File: src/rtl/datapath_fwd.sv
`default_nettype none
// ============================================================================
// Module      : datapath_fwd
// Description : Three-stage ID/EXE/WB integer datapath with EXE and WB operand
//               forwarding, so dependent instructions issue back-to-back.
// Revision    : 1.0 - initial release
// ============================================================================
module datapath_fwd #(
    parameter int DSIZE = 32,
    parameter int ASIZE = 5
) (
    input  logic             clk,
    input  logic             rst,
    input  logic [31:0]      inst,
    input  logic             inst_valid,
    input  logic             en,
    output logic [DSIZE-1:0] aluout2,
    output logic [ASIZE-1:0] waddr2,
    output logic             out_valid,
    output logic [1:0]       fwd_hit
);

    localparam int c_DEPTH = 2 ** ASIZE;

    localparam logic [2:0] c_OP_ADD = 3'd0;
    localparam logic [2:0] c_OP_SUB = 3'd1;
    localparam logic [2:0] c_OP_AND = 3'd2;
    localparam logic [2:0] c_OP_OR  = 3'd3;
    localparam logic [2:0] c_OP_XOR = 3'd4;
    localparam logic [2:0] c_OP_SLT = 3'd5;
    localparam logic [2:0] c_OP_SLL = 3'd6;

    logic [DSIZE-1:0] r_regs [c_DEPTH];

    logic             r_ex_valid;
    logic [2:0]       r_ex_op;
    logic [DSIZE-1:0] r_ex_a;
    logic [DSIZE-1:0] r_ex_b;
    logic [ASIZE-1:0] r_ex_dest;

    logic             r_wb_valid;
    logic [DSIZE-1:0] r_wb_data;
    logic [ASIZE-1:0] r_wb_dest;

    logic [5:0]       w_opcode;
    logic [ASIZE-1:0] w_rs;
    logic [ASIZE-1:0] w_rt;
    logic [ASIZE-1:0] w_rd;
    logic [DSIZE-1:0] w_imm;
    logic [2:0]       w_aluop;
    logic             w_alusrc;
    logic             w_wen;
    logic [ASIZE-1:0] w_dest;
    logic             w_a_ex, w_a_wb, w_b_ex, w_b_wb;
    logic [DSIZE-1:0] w_rs_data;
    logic [DSIZE-1:0] w_rt_data;
    logic [DSIZE-1:0] w_opb;
    logic [DSIZE-1:0] w_alu_out;

    // ---------------------------------------------------------------- ID stage
    assign w_opcode = inst[31:26];
    assign w_rs     = inst[21 +: ASIZE];
    assign w_rt     = inst[16 +: ASIZE];
    assign w_rd     = inst[11 +: ASIZE];
    assign w_imm    = {{(DSIZE-16){inst[15]}}, inst[15:0]};
    assign w_aluop  = w_opcode[2:0];
    assign w_alusrc = w_opcode[5];
    assign w_wen    = inst_valid & (w_opcode[4:3] != 2'b11);
    assign w_dest   = w_alusrc ? w_rt : w_rd;

    // EXE-stage valid already folds in wen, so non-writing instructions never forward
    assign w_a_ex = r_ex_valid && (r_ex_dest == w_rs) && (w_rs != '0);
    assign w_a_wb = r_wb_valid && (r_wb_dest == w_rs) && (w_rs != '0);
    assign w_b_ex = r_ex_valid && (r_ex_dest == w_rt) && (w_rt != '0);
    assign w_b_wb = r_wb_valid && (r_wb_dest == w_rt) && (w_rt != '0);

    assign w_rs_data = (w_rs == '0) ? '0 :
                       w_a_ex       ? w_alu_out :
                       w_a_wb       ? r_wb_data : r_regs[w_rs];
    assign w_rt_data = (w_rt == '0) ? '0 :
                       w_b_ex       ? w_alu_out :
                       w_b_wb       ? r_wb_data : r_regs[w_rt];
    assign w_opb     = w_alusrc ? w_imm : w_rt_data;

    // Source B only counts as forwarded when rt data, not the immediate, is the operand
    assign fwd_hit = {inst_valid & ~w_alusrc & (w_b_ex | w_b_wb),
                      inst_valid & (w_a_ex | w_a_wb)};

    // --------------------------------------------------------------- EXE stage
    always_comb begin
        w_alu_out = '0;
        case (r_ex_op)
            c_OP_ADD: w_alu_out = r_ex_a + r_ex_b;
            c_OP_SUB: w_alu_out = r_ex_a - r_ex_b;
            c_OP_AND: w_alu_out = r_ex_a & r_ex_b;
            c_OP_OR:  w_alu_out = r_ex_a | r_ex_b;
            c_OP_XOR: w_alu_out = r_ex_a ^ r_ex_b;
            c_OP_SLT: w_alu_out = {{(DSIZE-1){1'b0}}, ($signed(r_ex_a) < $signed(r_ex_b))};
            c_OP_SLL: w_alu_out = r_ex_a << r_ex_b[4:0];
            default:  w_alu_out = r_ex_a >> r_ex_b[4:0];
        endcase
    end

    // ------------------------------------------------- pipeline and register file
    always_ff @(posedge clk) begin
        if (rst) begin
            r_ex_valid <= 1'b0;
            r_ex_op    <= '0;
            r_ex_a     <= '0;
            r_ex_b     <= '0;
            r_ex_dest  <= '0;
            r_wb_valid <= 1'b0;
            r_wb_data  <= '0;
            r_wb_dest  <= '0;
            for (int i = 0; i < c_DEPTH; i++) begin
                r_regs[i] <= '0;
            end
        end else if (en) begin
            r_ex_valid <= w_wen;
            r_ex_op    <= w_aluop;
            r_ex_a     <= w_rs_data;
            r_ex_b     <= w_opb;
            r_ex_dest  <= w_dest;
            r_wb_valid <= r_ex_valid;
            r_wb_data  <= w_alu_out;
            r_wb_dest  <= r_ex_dest;
            if (r_wb_valid && (r_wb_dest != '0)) begin
                r_regs[r_wb_dest] <= r_wb_data;
            end
        end
    end

    assign aluout2   = r_wb_data;
    assign waddr2    = r_wb_dest;
    assign out_valid = r_wb_valid;

endmodule
`default_nettype wire

File: config.mk
export PLATFORM = sky130hd
export DESIGN_NAME = datapath_fwd
export DESIGN_NICKNAME = d
export VERILOG_FILES = /design/src/rtl/datapath_fwd.sv
export SDC_FILE = /design/constraint.sdc
export NUM_CORES = 2
export LEC_CHECK = 0
export ABC_AREA = 1
export CAP_MARGIN = 25
export CORE_MARGIN = 5
export CORE_UTILIZATION = 41
export CTS_BUF_LIST = sky130_fd_sc_hd__clkbuf_16
export DETAILED_ROUTE_END_ITERATION = 7
export HOLD_SLACK_MARGIN = 0.08
export PLACE_DENSITY = 0.68
export SYNTH_ARGS = -nofsm -noshare
export SYNTH_HDL_FRONTEND = slang
export SYNTH_SLANG_ARGS = --single-unit
export TNS_END_PERCENT = 100
File: constraint.sdc
create_clock -name clk -period 2.9 [get_ports clk]
set_input_delay 0.58 -clock clk [delete_from_list [all_inputs] [get_ports clk]]
set_output_delay 0.58 -clock clk [all_outputs]
set_load 0.01 [all_outputs]
* Word-level counts from Yosys, hierarchy flattened
Memory sizes are Yosys's and may differ from the RTL's.
Cells that the tools add are included.
** Word-level totals
- Register bits :: 111
- Bits in writable memories :: 1024
- Input bits :: 36
- Output and inout port bits :: 40
- Logic and storage cells :: 69
- Memories kept :: 1
** Operators by class
- Add/subtract/negate cells :: 2
- $lt $le $gt $ge :: 1
- Equal/unequal tests :: 11
- Shift operators :: 2
- Muxes and demuxes :: 18
- Bitwise gates (word level) :: 10
- Reduce and logical (&&, ||, !) cells :: 16
** Memory list
- r_regs :: words 32, width 32, rd ports 2, clocked after memory_dff 0, write ports 32, line 33 : logic [DSIZE-1:0] r_regs [c_DEPTH];
** Operators with widths (number)
- $mux W32 :: 8
- $pmux W32 S7 :: 1
- $add A32 B32 Y32 :: 1
- $and A32 B32 Y32 :: 1
- $lt A32 B32 Y1 :: 1
- $or A32 B32 Y32 :: 1
- $reduce_or A32 Y1 :: 1
- $shl A32 B5 Y32 :: 1
- $shr A32 B5 Y32 :: 1
- $sub A32 B32 Y32 :: 1
- $xor A32 B32 Y32 :: 1
- $eq A5 B5 Y1 :: 4
- $reduce_bool A5 Y1 :: 3
- $logic_not A5 Y1 :: 2
- $mux W5 :: 2
- $eq A3 B3 Y1 const B :: 3
- $logic_and A1 B1 Y1 :: 9
- $mux W1 :: 7
- $eq A3 B2 Y1 const B :: 2
- $and A1 B1 Y1 :: 4
- $eq A3 B1 Y1 const B :: 1
- $logic_not A3 Y1 :: 1
- $ne A2 B2 Y1 const B :: 1
- $or A1 B1 Y1 :: 2
- $not A1 Y1 :: 1

* Depth between registers and ports, before layout
- Word-level depth :: 8
- Gate-level depth with buffers :: 22
- Mapped depth without buffers :: 20

* Least setup slack after synthesis
No wires, ideal clock.
- Path kind :: input to register
- From :: input en
- To :: memory r_regs[13][0] (enable)
- Library setup time :: 0.389 ns
- Data arrival time :: 2.458 ns
- Data required time :: 2.511 ns
- Setup slack :: 0.053 ns
- Stages on the path :: 7
- Path buffers :: 1
- Cell sequence :: inv_1 nor2_1 nand2_1 nor3_1 nand2_1 clkbuf_1 nand2_1
** RTL lines
- from (decl) :: line 16 : input logic en,
- to (decl) :: line 33

* Final worst setup path
- From :: register r_ex_b[4]
- To :: register r_ex_a[5]
** Between the ends
- Longest elaborated chain between the ends :: 4
- Elaborated cells on any way between the ends :: 7
- Classes of those cells :: add/sub (2); shift (2); mux (3)
** Ends and longest elaborated chain
- from (decl) :: line 38 : logic [DSIZE-1:0] r_ex_b;
- from (signal assigned) :: line 122 : r_ex_b <= w_opb;
- $sub A32 B32 Y32, or another cell as far along :: line 94 : c_OP_SUB: w_alu_out = r_ex_a - r_ex_b;
- $pmux W32 S7 (*) :: line 92 : case (r_ex_op)
- $mux W32 (*) :: line 78 : w_a_ex ? w_alu_out :
- $mux W32 (*) :: line 77 : assign w_rs_data = (w_rs == '0) ? '0 :
- to (signal assigned) :: line 121 : r_ex_a <= w_rs_data;
- to (decl) :: line 37 : logic [DSIZE-1:0] r_ex_a;
Every way passes the cells marked *; elsewhere a longest branch is shown, timed or not.
A chain may end at the register's enable or synchronous reset.

==> flow_summary.toml <==
[cts]
clock-sinks = 1135
htreeDepth = 3
postCtsHoldBufs = 0
root_buffer = "clkbuf_16"
cts.clk_slew.worst_paths_ns = 0.07
tritoncts = "yes"
clk_latency_ns = 0.76
cts_buffers = 117
cts.path.max_buffers = 3

[route]
viasPerCell = 6.12
drc = 26
drtPass1Iterations = 8
vias = 71580
drtIter0Drc = 11332
ant_nets = 0
wirelength_um = 318000
wl_per_cell_um = 27.2

[worst_setup_path]
slowest_stage = "dfxtp_2"
worstPathMaxFanout = 9
crit_chain = "inv_1 > buf_4 > ha_1 > inv_1 > nand2_1 > inv_1 > nand3_1 > buf_4 > o21ai_0 > nand4_1 > o21ai_0 > nand2_1 > nand3_1 > a21oi_1"
rr_startpoint = "r_ex_b[4]"
reg2reg_to = "r_ex_a[5]"
reg2reg_depth = 14
endpoint = "r_ex_a[5]"
required_ns = 3.51
critPathLaunchType = "flip-flop"
cpPeakStageDelay_ns = 0.39
crit_buf_inv = 5
crit_family = "simple AND/OR/NAND/NOR gates"
crit_path_end_kind = "flip-flop"
crit_cells = 14
rrSetupSlack_ns = -0.0007
path_class = "reg2reg"
crit_start = "r_ex_b[4]"
cp_data_arrival_time_ns = 3.51
crit_path_frequent_cell = "inv_1"

[sta]
finalSetupTns_ns = -0.000699
hold_viol_final = 0
finalSetupViolCount = 1
fin_worst_skew_ns = 0.0259
worst_slew_pin_slew_ns = 0.898
clock.fmax_ghz = 0.345
fin_crit_sh = 1.00
rsz0062_at_grt = "yes"
layout_setup_ws_ns = -0.000699
finalMaxSlewViolations = 0
relSlewSlack = 0.400
min_period_ns = 2.90
hold_slack_ns = 0.345

[logic_synthesis]
synthArstFlopShare = 0
synth_cell_types = 54
avgSynthCellArea_um2 = 7.66
yosysWarnings = 0
synth-main-ff-cell = "edfxtp_1"
postSynthCellCount = 9121
synth_edf_count = 1024
syn_area_um2 = 69900
seq_area_frac_synth = 0.472
ys_ff_latch = 1135

[finish]
regArea_um2 = 33000
final_area_um2 = 82600
multi_input_area_um2 = 31200
layout_common_cells = "1,636 x nand2_1, 1,353 x nor2_1, 1,088 x nand3_1"
final_common_cell = "nand2_1"
drive_above_1_share = 0.125
nets = 9521
num-fill-cells = 16146
syn_to_final_growth_pct = 18.2

[place]
routabilityCongestion = 1.04
numPortBuffers = 75
dpl_cell_area_um2 = 78300
dpl.hpwl_um = 222000
place_ws_ns = -0.387

[die]
initial_core_util = 0.412
core-area_um2 = 169000
dieArea_um2 = 179000
ios = 76
rows = 151
dieWidth_um = 423
die-height_um = 423

[global_routing]
grt_overflow_total = 0
gr-usage-all-layers = 0.340
grt_pass1_vias = 66876
grt_pass1_wl_um = 452000
antenna_found_initial = 8
grt_max_degree = 110

[power_and_ir_drop]
p_total_w = 0.0446
total_leakage_power_nw = 32.9
power-per-cell-area_nw_per_um2 = 539
vdd_drop_max_mv = 0.571

[run]
drv_cap = 0

[outcome]
status = "complete, but fails checks"
violations = "DRC, setup timing"

[worst_hold_path]
hold_path_class = "in2reg"
metal layers:
metal | GRT usage | routed length, um | vias to the layer above
li1 | - | - | 31465
met1 | 0.417 | 112000 | 33683
met2 | 0.521 | 137000 | 5227
met3 | 0.0715 | 37200 | 1199
met4 | 0.273 | 31500 | 6
met5 | 0 | 50 | -
cell usage after synthesis (3+ instances only):
| library cell | n | share of area |
|---|---|---|
| inv_1 | 795 | 0.043 |
| and3_1 | 4 | 0.00036 |
| buf_2 | 190 | 0.014 |
| inv_2 | 18 | 0.00097 |
| o21ai_0 | 791 | 0.057 |
| o22ai_1 | 6 | 0.00054 |
| xor2_1 | 7 | 0.00088 |
| o21bai_1 | 5 | 0.00054 |
| o221ai_1 | 28 | 0.0035 |
| o21a_1 | 17 | 0.0018 |
| dfxtp_1 | 111 | 0.032 |
| clkinv_1 | 4 | 0.00021 |
| edfxtp_1 | 1024 | 0.44 |
| a21oi_1 | 672 | 0.048 |
| nor3_1 | 30 | 0.0021 |
| nor2_1 | 1370 | 0.074 |
| a221oi_1 | 22 | 0.0028 |
| clkbuf_1 | 504 | 0.027 |
| a22oi_1 | 5 | 0.00054 |
| nand4_1 | 35 | 0.0031 |
| mux2i_1 | 10 | 0.0014 |
| o31ai_1 | 8 | 0.00086 |
| nand2_1 | 1691 | 0.091 |
| o2111ai_1 | 66 | 0.0083 |
| nor2_2 | 3 | 0.00027 |
| a211oi_1 | 7 | 0.00075 |
| nand3b_1 | 6 | 0.00064 |
| or2_2 | 8 | 0.00072 |
| buf_4 | 10 | 0.0011 |
| ha_1 | 106 | 0.019 |
| buf_1 | 75 | 0.0040 |
| o21ai_1 | 8 | 0.00057 |
| nand3_1 | 1105 | 0.079 |
| o211ai_1 | 333 | 0.036 |
| a31oi_1 | 18 | 0.0016 |
metrics by stage:
step,utilization,cells
final,0.488,11701
after global routing,0.488,11697
after CTS,0.486,11695
after detailed placement,0.462,11474
after global placement,0.462,11473
after floorplan,-,9152
cells by family (layout without fill, tap and decap cells):
logic type      Yosys count  after routing  synth area share
compound gates         1995           1995             0.163
flops                  1135           1135             0.472
buf+inv                1596           1922            0.0897
simple gates           4267           4267             0.253
mux                      10             10           0.00143
xor+xnor                  9              9           0.00113
other cells               1             37         0.0000537
fa+ha+maj               108            108            0.0196
power by group:
group / switching, W / internal, W
clock: 0.00691 / 0.00899
combinational: 0.00670 / 0.00310
sequential: 0.000441 / 0.0184
repair_timing:
| item | CTS | global route |
|---|---|---|
| setup buffers | 1 | 1 |
| pin swaps | 4 | 6 |
| resized for setup | 26 | 98 |
| setup endpoints to repair | 37 | 72 |
worst min path at each step:
stage / cells after the start / from / to / slack (ns)
2_1_floorplan: 2 / r_ex_valid / out_valid / 0.47
3_3_place_gp: 2 / r_ex_a[1] / r_ex_a[1] / 0.51
3_5_place_dp: 2 / r_ex_a[1] / r_ex_a[1] / 0.52
4_1_cts: 3 / en / waddr2[0] / 0.39
5_1_grt: 4 / inst[20] / r_ex_dest[4] / 0.35
6_report: 4 / inst[20] / r_ex_dest[4] / 0.35
sequential cells by signal, summed over array words and instances (netlist names):
name	flops
aluout2	32
out_valid	1
r_ex_a	32
r_ex_b	32
r_ex_dest	5
r_ex_op	3
r_ex_valid	1
r_regs	1024
waddr2	5
area by class of cell:
type                            instances  area share
Sequential cell                      1135       0.399
Multi-Input combinational cell       6421       0.378
Timing Repair Buffer                  885       0.104
Inverter                              817      0.0375
Clock buffer                          118      0.0357
Tap cell                             2218      0.0336
Clock inverter                        102      0.0122
Antenna cell                            5    0.000151
worst register-to-register path: cells and delay by family, from the launching register on:
family | cells | cell delay, ns
and+or+nand+nor | 5 | 0.84
AOI/OAI and AO/OA | 3 | 0.68
buffers and inverters | 5 | 0.62
DFF | 1 | 0.39
adders and majority gates | 1 | 0.23
(Power assumes the default switching activity.)
